==> config.mk <==
export PLATFORM = sky130hd
export DESIGN_NAME = utx_sched
export DESIGN_NICKNAME = d
export VERILOG_FILES = /design/src/rtl/utx_pkg.sv /design/src/rtl/utx_arb.sv /design/src/rtl/utx_sched.sv
export SDC_FILE = /design/constraint.sdc
export NUM_CORES = 1
export LEC_CHECK = 0
export ABC_AREA = 1
export CORE_MARGIN = 10
export CORE_UTILIZATION = 48
export CTS_CLUSTER_SIZE = 14
export DETAILED_ROUTE_END_ITERATION = 6
export GPL_ROUTABILITY_DRIVEN = 0
export PLACE_DENSITY = 0.84
export SYNTH_ARGS = -nofsm -noshare
export SYNTH_HDL_FRONTEND = slang
export SYNTH_SLANG_ARGS = --single-unit
export TNS_END_PERCENT = 100
==> constraint.sdc <==
create_clock -name in_clk -period 2.1 [get_ports in_clk]
set_input_delay 0.42 -clock in_clk [delete_from_list [all_inputs] [get_ports in_clk]]
set_output_delay 0.42 -clock in_clk [all_outputs]
set_load 0.005 [all_outputs]
==> src/rtl/utx_pkg.sv <==
// Shared types and constants for the serial-transmit scheduler.
package utx_pkg;

   localparam int UTX_GAP_W = 8;

   typedef enum logic [2:0] {
      S_IDLE,
      S_START,
      S_WAIT_BSY,
      S_WAIT_DONE,
      S_GAP
   } utx_sched_state_t;

endpackage

==> src/rtl/utx_arb.sv <==
// Combinational arbiter: scans requests starting at i_ptr, returns one-hot grant plus index.
// With i_ptr tied to zero it degenerates to fixed lowest-index priority.
module utx_arb #(
   parameter int N_REQ = 4,
   parameter int IW    = $clog2(N_REQ)
) (
   input  logic [N_REQ-1:0] i_req,
   input  logic [IW-1:0]    i_ptr,
   output logic [N_REQ-1:0] o_gnt,
   output logic [IW-1:0]    o_id,
   output logic             o_vld
);

   int   w_idx;
   logic w_found;

   always_comb begin
      o_gnt   = '0;
      o_id    = '0;
      w_found = 1'b0;
      w_idx   = 0;
      for (int k = 0; k < N_REQ; k++) begin
         w_idx = (int'(i_ptr) + k) % N_REQ;
         if (!w_found && i_req[w_idx]) begin
            w_found      = 1'b1;
            o_gnt[w_idx] = 1'b1;
            o_id         = IW'(w_idx);
         end
      end
      o_vld = w_found;
   end

endmodule

==> src/rtl/utx_sched.sv <==
// Schedules N_REQ requesters onto one serial transmitter with an enforced inter-frame gap.
// Define UTX_SCHED_RR_EN for round-robin arbitration; default is fixed lowest-index priority.
module utx_sched
   import utx_pkg::*;
#(
   parameter int N_REQ   = 4,
   parameter int DATA_W  = 6,
   parameter int GAP_CYC = 16
) (
   input  logic                       in_clk,
   input  logic                       in_rst,
   input  logic [N_REQ-1:0]           in_req,
   input  logic [N_REQ*DATA_W-1:0]    in_data,
   output logic [N_REQ-1:0]           out_ack,
   output logic [N_REQ-1:0]           out_done,
   output logic [DATA_W-1:0]          out_mem,
   output logic                       out_utx_st,
   input  logic                       in_utx_bs,
   output logic                       out_busy,
   output logic [$clog2(N_REQ)-1:0]   out_gnt_id
);

   localparam int IW = $clog2(N_REQ);
   localparam logic [UTX_GAP_W-1:0] GAP_LAST = UTX_GAP_W'((GAP_CYC > 0) ? GAP_CYC - 1 : 0);

   utx_sched_state_t       r_state, w_state_nxt;
   logic [N_REQ-1:0]       w_win_gnt, w_done_oh;
   logic [IW-1:0]          w_win_id, w_ptr;
   logic                   w_win_vld, w_latch, w_fin;
   logic [DATA_W-1:0]      w_win_data;

   logic [N_REQ-1:0]       r_ack, r_done;
   logic [DATA_W-1:0]      r_mem;
   logic                   r_st;
   logic [IW-1:0]          r_gnt_id;
   logic [UTX_GAP_W-1:0]   r_gap_cnt;

   utx_arb #(.N_REQ(N_REQ), .IW(IW)) u_arb (
      .i_req (in_req),
      .i_ptr (w_ptr),
      .o_gnt (w_win_gnt),
      .o_id  (w_win_id),
      .o_vld (w_win_vld)
   );

`ifdef UTX_SCHED_RR_EN
   logic [IW-1:0] r_ptr;

   // Search for the next grant begins just past the last winner.
   always_ff @(posedge in_clk) begin
      if (in_rst)
         r_ptr <= '0;
      else if (w_latch)
         r_ptr <= (w_win_id == IW'(N_REQ - 1)) ? '0 : w_win_id + IW'(1);
   end

   assign w_ptr = r_ptr;
`else
   assign w_ptr = '0;
`endif

   assign w_win_data = in_data[int'(w_win_id)*DATA_W +: DATA_W];
   assign w_done_oh  = N_REQ'(1) << r_gnt_id;

   always_ff @(posedge in_clk) begin
      if (in_rst) r_state <= S_IDLE;
      else        r_state <= w_state_nxt;
   end

   always_comb begin
      w_state_nxt = r_state;
      w_latch     = 1'b0;
      w_fin       = 1'b0;
      case (r_state)
         S_IDLE: begin
            if (w_win_vld) begin
               w_latch     = 1'b1;
               w_state_nxt = S_START;
            end
         end
         S_START:    w_state_nxt = S_WAIT_BSY;
         // Busy is only looked at from here on, so a stale busy during START is ignored.
         S_WAIT_BSY: if (in_utx_bs) w_state_nxt = S_WAIT_DONE;
         S_WAIT_DONE: begin
            if (!in_utx_bs) begin
               w_fin       = 1'b1;
               w_state_nxt = (GAP_CYC == 0) ? S_IDLE : S_GAP;
            end
         end
         S_GAP:      if (r_gap_cnt == GAP_LAST) w_state_nxt = S_IDLE;
         default:    w_state_nxt = S_IDLE;
      endcase
   end

   always_ff @(posedge in_clk) begin
      if (in_rst) begin
         r_ack     <= '0;
         r_done    <= '0;
         r_mem     <= '0;
         r_st      <= 1'b0;
         r_gnt_id  <= '0;
         r_gap_cnt <= '0;
      end else begin
         r_ack  <= w_latch ? w_win_gnt : '0;
         r_done <= w_fin ? w_done_oh : '0;
         r_st   <= (r_state == S_START);
         if (w_latch) begin
            r_mem    <= w_win_data;
            r_gnt_id <= w_win_id;
         end
         r_gap_cnt <= (r_state == S_GAP && w_state_nxt == S_GAP) ? r_gap_cnt + UTX_GAP_W'(1) : '0;
      end
   end

   assign out_ack    = r_ack;
   assign out_done   = r_done;
   assign out_mem    = r_mem;
   assign out_utx_st = r_st;
   assign out_gnt_id = r_gnt_id;
   assign out_busy   = (r_state != S_IDLE);

endmodule

# Word-level counts from Yosys, hierarchy flattened
# Index checks and enable logic that the tools add are counted.
[totals] wordCells=52 in_bits=31 output_inout_bits=18 ff_bits=28
[op_classes] mux=20 addsub=1 n_reduce_logical=12 bitwise=3 n_eq_ne=6 shift=2 mul=1
[ops] operator="24-bit by 6-bit variable part select with 6-bit output" count=1
[ops] operator="3-bit 2-to-1 mux" count=5
[ops] operator="3-bit one-hot mux with 5 select lines" count=1
[ops] operator="1-bit 2-to-1 mux" count=10
[ops] operator="8-bit by 1-bit adder with 8-bit output, second input constant" count=1
[ops] operator="8-bit by 4-bit == test with 1-bit output, second input constant" count=1
[ops] operator="3-bit by 2-bit == test with 1-bit output, second input constant" count=2
[ops] operator="3-bit == test, second input constant" count=2
[ops] operator="2-bit 2-to-1 mux" count=3
[ops] operator="2-bit OR reduction" count=3
[ops] operator="1-bit logical AND" count=4
[ops] operator="2-bit by 2-bit multiplier with 4-bit output, second input constant" count=1
[ops] operator="4-bit 2-to-1 mux" count=1
[ops] operator="1-bit by 2-bit << shifter with 4-bit output, first input constant" count=1
[ops] operator="3-bit by 1-bit == test with 1-bit output, second input constant" count=1
[ops] operator="1-bit zero test" count=3
[ops] operator="3-bit zero test" count=1
[ops] operator="1-bit inverter" count=3
[ops] operator="3-bit nonzero test" count=1

# Logic depth before layout (Yosys ltp)
[logic_depth] depth_word=16 mapped_depth=9 depth_no_buf=8

# Hierarchy
# A second synthesis with hierarchy kept.
[hier_totals] hier_cells=282 area_unflattened_um2=1813.0
[modules_own_cells] module="utx_sched" area_each_um2=1372.6 instances=1 cells_each=208 seq_area_each_um2=560.5
[modules_own_cells] module="utx_arb" area_each_um2=440.4 instances=1 cells_each=74 seq_area_each_um2=0.0

# Worst setup path before layout
# No wires, ideal clock.
[synth_timing] kind="input -> register" from="input port in_req[1]" to="register r_mem[3] (netlist: out_mem[3])" t_arrival_ps=1089 required_time_ps=1982 setup_slack_ps=893 stages=7 n_path_buf=1 setup_ps=118 cell_sequence="nor2_4 > nand3_4 > nand2_4 > buf_6 > nand3_2 > nand2_1 > a21oi_2"
[synth_via] elab_chain_cells=10 elab_cells_between_ends=15 classes_between="mul: 1; shift: 1; mux: 8; reduce/logical: 5"
[synth_rtl] item="from (decl)" line="utx_sched.sv:12" rtl="input logic [N_REQ-1:0] in_req,"
[synth_rtl] item="1-bit logical AND *" line="utx_arb.sv:24" rtl="if (!w_found && i_req[w_idx]) begin"
[synth_rtl] item="1-bit 2-to-1 mux" line="utx_arb.sv:24"
[synth_rtl] item="1-bit zero test" line="utx_arb.sv:24"
[synth_rtl] item="1-bit logical AND" line="utx_arb.sv:24"
[synth_rtl] item="1-bit 2-to-1 mux" line="utx_arb.sv:24"
[synth_rtl] item="1-bit zero test" line="utx_arb.sv:24"
[synth_rtl] item="1-bit logical AND" line="utx_arb.sv:24"
[synth_rtl] item="2-bit 2-to-1 mux or 1-bit 2-to-1 mux (tied branches)" line="utx_arb.sv:24"
[synth_rtl] item="2-bit by 2-bit multiplier with 4-bit output or 1-bit 2-to-1 mux (tied branches)" line="utx_sched.sv:62, utx_sched.sv:76"
[synth_rtl] item="24-bit by 6-bit variable part select with 6-bit output or 1-bit 2-to-1 mux (tied branches)" line="utx_sched.sv:62, utx_sched.sv:74"
[synth_rtl] item="to (signal assigned)" line="utx_sched.sv:108" rtl="r_mem <= w_win_data;"
[synth_rtl] item="to (decl)" line="utx_sched.sv:33" rtl="logic [DATA_W-1:0] r_mem;"
# Every way passes the cells marked *; elsewhere a longest branch is shown, timed or not.
# A chain may end at the register's enable or synchronous reset.

# Worst setup path after layout
[layout_timing] from="register r_state[1]" to="output port out_busy"
[layout_via] elab_chain_cells=1
[layout_rtl] item="from (decl)" line="utx_sched.sv:26" rtl="utx_sched_state_t r_state, w_state_nxt;"
[layout_rtl] item="from (signal assigned)" line="utx_sched.sv:67" rtl="else r_state <= w_state_nxt;"
[layout_rtl] item="3-bit nonzero test" line="utx_sched.sv:120" rtl="assign out_busy = (r_state != S_IDLE);"
[layout_rtl] item="to (decl)" line="utx_sched.sv:19" rtl="output logic out_busy,"
# Every way passes these cells.

==> results.cfg <==
[run_status]
status = finished, final reports clean

[floorplanning]
io_pins = 49
dieWidth_um = 74.47
die_h_um = 74.47
rows = 19
die_area_sq_um = 5545
coreArea_sq_um = 2805
start_util_pct = 50.76

[cts]
clkSlewWorstSetupHoldPaths_ns = 0.15
htree_levels = 1
root_buffer = clkbuf_4
post-cts-setup-buffers = 0
cts_hold_buf = 0
clockBufferDepth = 2
clock_insertion_delay_worst_skew_ns = 0.32
cts_tree = done
numCtsBuffers = 3
cts_resized = 0
numClockSinks = 28

[final_layout]
nFillCells = 238
nNetsFinal = 270
layout-drive-gt1-share_pct = 15.19
antenna_cells = 0
layout-area-overhead-vs-synth_pct = 37.79
stdcell_count = 268
final_util_pct = 69.94

[global_route]
grt_max_degree = 21
grt_pass1_wl_um = 5333
antenna_found_initial = 0
grt_usage_pct = 11.58
grt_overflow_total = 0
grt_pass1_vias = 1251

[timing]
tns_ns = 0
min_period_over_period_pct = 91.64
skew_ns = 0.01358
max_slew.worst_pin.slew_ns = 0.3721
slew_violations = 0
hold_violations = 0
rsz0062_at_grt = no
final.min_clock_period_ns = 1.924
setup_violations = 0
fmax_mhz = 519.6
maxSlewHeadroom_pct = 75.19

[worst_hold_path]
holdPathStages = 1
hold_class = reg -> reg

[worst_setup_path]
crit_path_end_kind = output port
crit_path_max_incr_delay_ns = 0.50
cp_data_required_time_ns = 1.68
cp.arrival_ns = 1.50
slowest_stage = clkdlybuf4s50_1
critical_path_class = reg -> out
reg2regPathDepth = 9
crit_fanout = 3
startpoint_type = flop
crit_chain = inv_2 > nand2_1 > nor2_2 > inv_1 > clkdlybuf4s50_1

[routing]
viasPerCell = 4.832
antenna_left = 0
vias = 1295
wl_per_cell_um = 11.91
drt-total-wl_um = 3192
drtPass1Iterations = 4
drt_iter0_drc = 86
drcViolationCount = 0

[place]
placed_cells = 264
hpwl_um = 2598
portBuffers = 48

[logic_synthesis]
yosysSeqAreaShare_pct = 39.37
synthCells = 188
avgSynthCellArea_sq_um = 7.574
syn-cell-area_sq_um = 1424
ys_ff_latch = 28
ys_warn_count = 0
synth_nets = 220
synth.distinct_cells = 29

[power_and_ir_drop]
powerDensity_nw_per_um2 = 689.4
ir_worst_vdd_mv = 0.3599
p_leak_nw = 0.8543
p_total_mw = 1.353

[flow_run]
maxCapViolations = 0
==> Yosys cell counts, drive strengths merged <==
| library cell | number | area (sq um) |
|---|---|---|
| nand2 | 45 | 191.4 |
| inv | 34 | 127.6 |
| dfxtp | 28 | 560.5 |
| nand3 | 21 | 152.7 |
| nor2 | 19 | 81.33 |
| a21oi | 10 | 72.57 |
| o21ai | 9 | 52.55 |
| nand3b | 6 | 45.04 |
| buf | 4 | 41.29 |
| nor3 | 2 | 15.01 |
| nor4 | 2 | 12.51 |
| or2 | 2 | 12.52 |
| xor2 | 2 | 17.52 |
| a211oi | 1 | 12.51 |
| ha | 1 | 12.51 |
| nor3b | 1 | 7.510 |
| xnor2 | 1 | 8.760 |
==> power breakdown <==
group / leakage, nW / total [mW] / internal, mW / switching [mW]
registers: 0.229 / 0.612 / 0.580 / 0.0321
logic: 0.598 / 0.394 / 0.201 / 0.193
clock network: 0.0279 / 0.347 / 0.193 / 0.154
total: 0.854 / 1.35 / 0.974 / 0.379
==> state kept, by name, indices dropped and copies added (netlist names) <==
signal,flops
out_ack,4
out_done,4
out_gnt_id,2
out_mem,6
out_utx_st,1
r_gap_cnt,8
r_state,3
==> metal layers <==
metal | GRT usage [%] | share of wire, % | vias to the layer above
met4 | 2.521 | 0.38 | 0
met5 | 0 | 0 | -
met1 | 13.82 | 46 | 569
li1 | - | - | 686
met2 | 19.31 | 47 | 38
met3 | 4.388 | 7.5 | 2
==> final timing paths <==
check / from / end / slack, ns
worst max-delay path: r_state[1] / out_busy / 0.18
worst max register to register: r_state[1] / out_mem[1] / 0.71
worst min register to register: r_gap_cnt[0] / r_gap_cnt[0] / 0.46
worst min-delay path: r_gap_cnt[0] / r_gap_cnt[0] / 0.46
==> layout by cell type, fill, tap and decap left out, types with 2 or more instances in the layout <==
cell type,synthesis,routed
a21oi_1,4,4
a21oi_2,6,6
clkbuf_4,0,3
clkdlybuf4s50_1,0,48
dfxtp_1,28,28
inv_1,31,31
inv_2,3,3
nand2_1,38,38
nand2_2,6,6
nand3_1,13,13
nand3_2,7,7
nand3b_1,6,6
nor2_1,17,17
nor4_1,2,2
o21ai_1,7,7
o21ai_2,2,2
xor2_1,2,2
==> cell type report <==
cell class | instances | area [sq um] | area share [%]
Timing Repair Buffer | 49 | 488.0 | 24.87
Inverter | 34 | 127.6 | 6.505
Tap cell | 31 | 38.79 | 1.977
Sequential cell | 28 | 560.5 | 28.57
Clock buffer | 3 | 22.52 | 1.148
Multi-Input combinational cell | 122 | 694.4 | 35.40
Clock inverter | 1 | 30.03 | 1.531
==> logic make-up after synthesis <==
family,share of synthesized area [%]
compound gates,9.666
xor+xnor,1.846
fa+ha+maj,0.8786
buf+inv,11.86
flops,39.37
simple gates,36.38
==> per-stage QoR <==
| step | worst slack [ns] | hold slack, ns | cell area (sq um) |
|---|---|---|---|
| finish | 0.1755 | 0.4616 | 1962 |
| global route | 0.09498 | 0.4884 | 1962 |
| CTS | 0.1648 | 0.4658 | 1962 |
| detailed placement | 0.2178 | 0.4413 | 1909 |
| global placement | 0.2574 | 0.4300 | 1909 |
| floorplan | 0.8934 | 0.4175 | 1424 |
==> worst max-delay path: cells and delay by family (launching register included) <==
kind | cells | cell delay [ns]
buffers and inverters | 3 | 0.61
and+or+nand+nor | 2 | 0.17
DFF | 1 | 0.41
No activity file was read; power rests on OpenSTA's default activity.
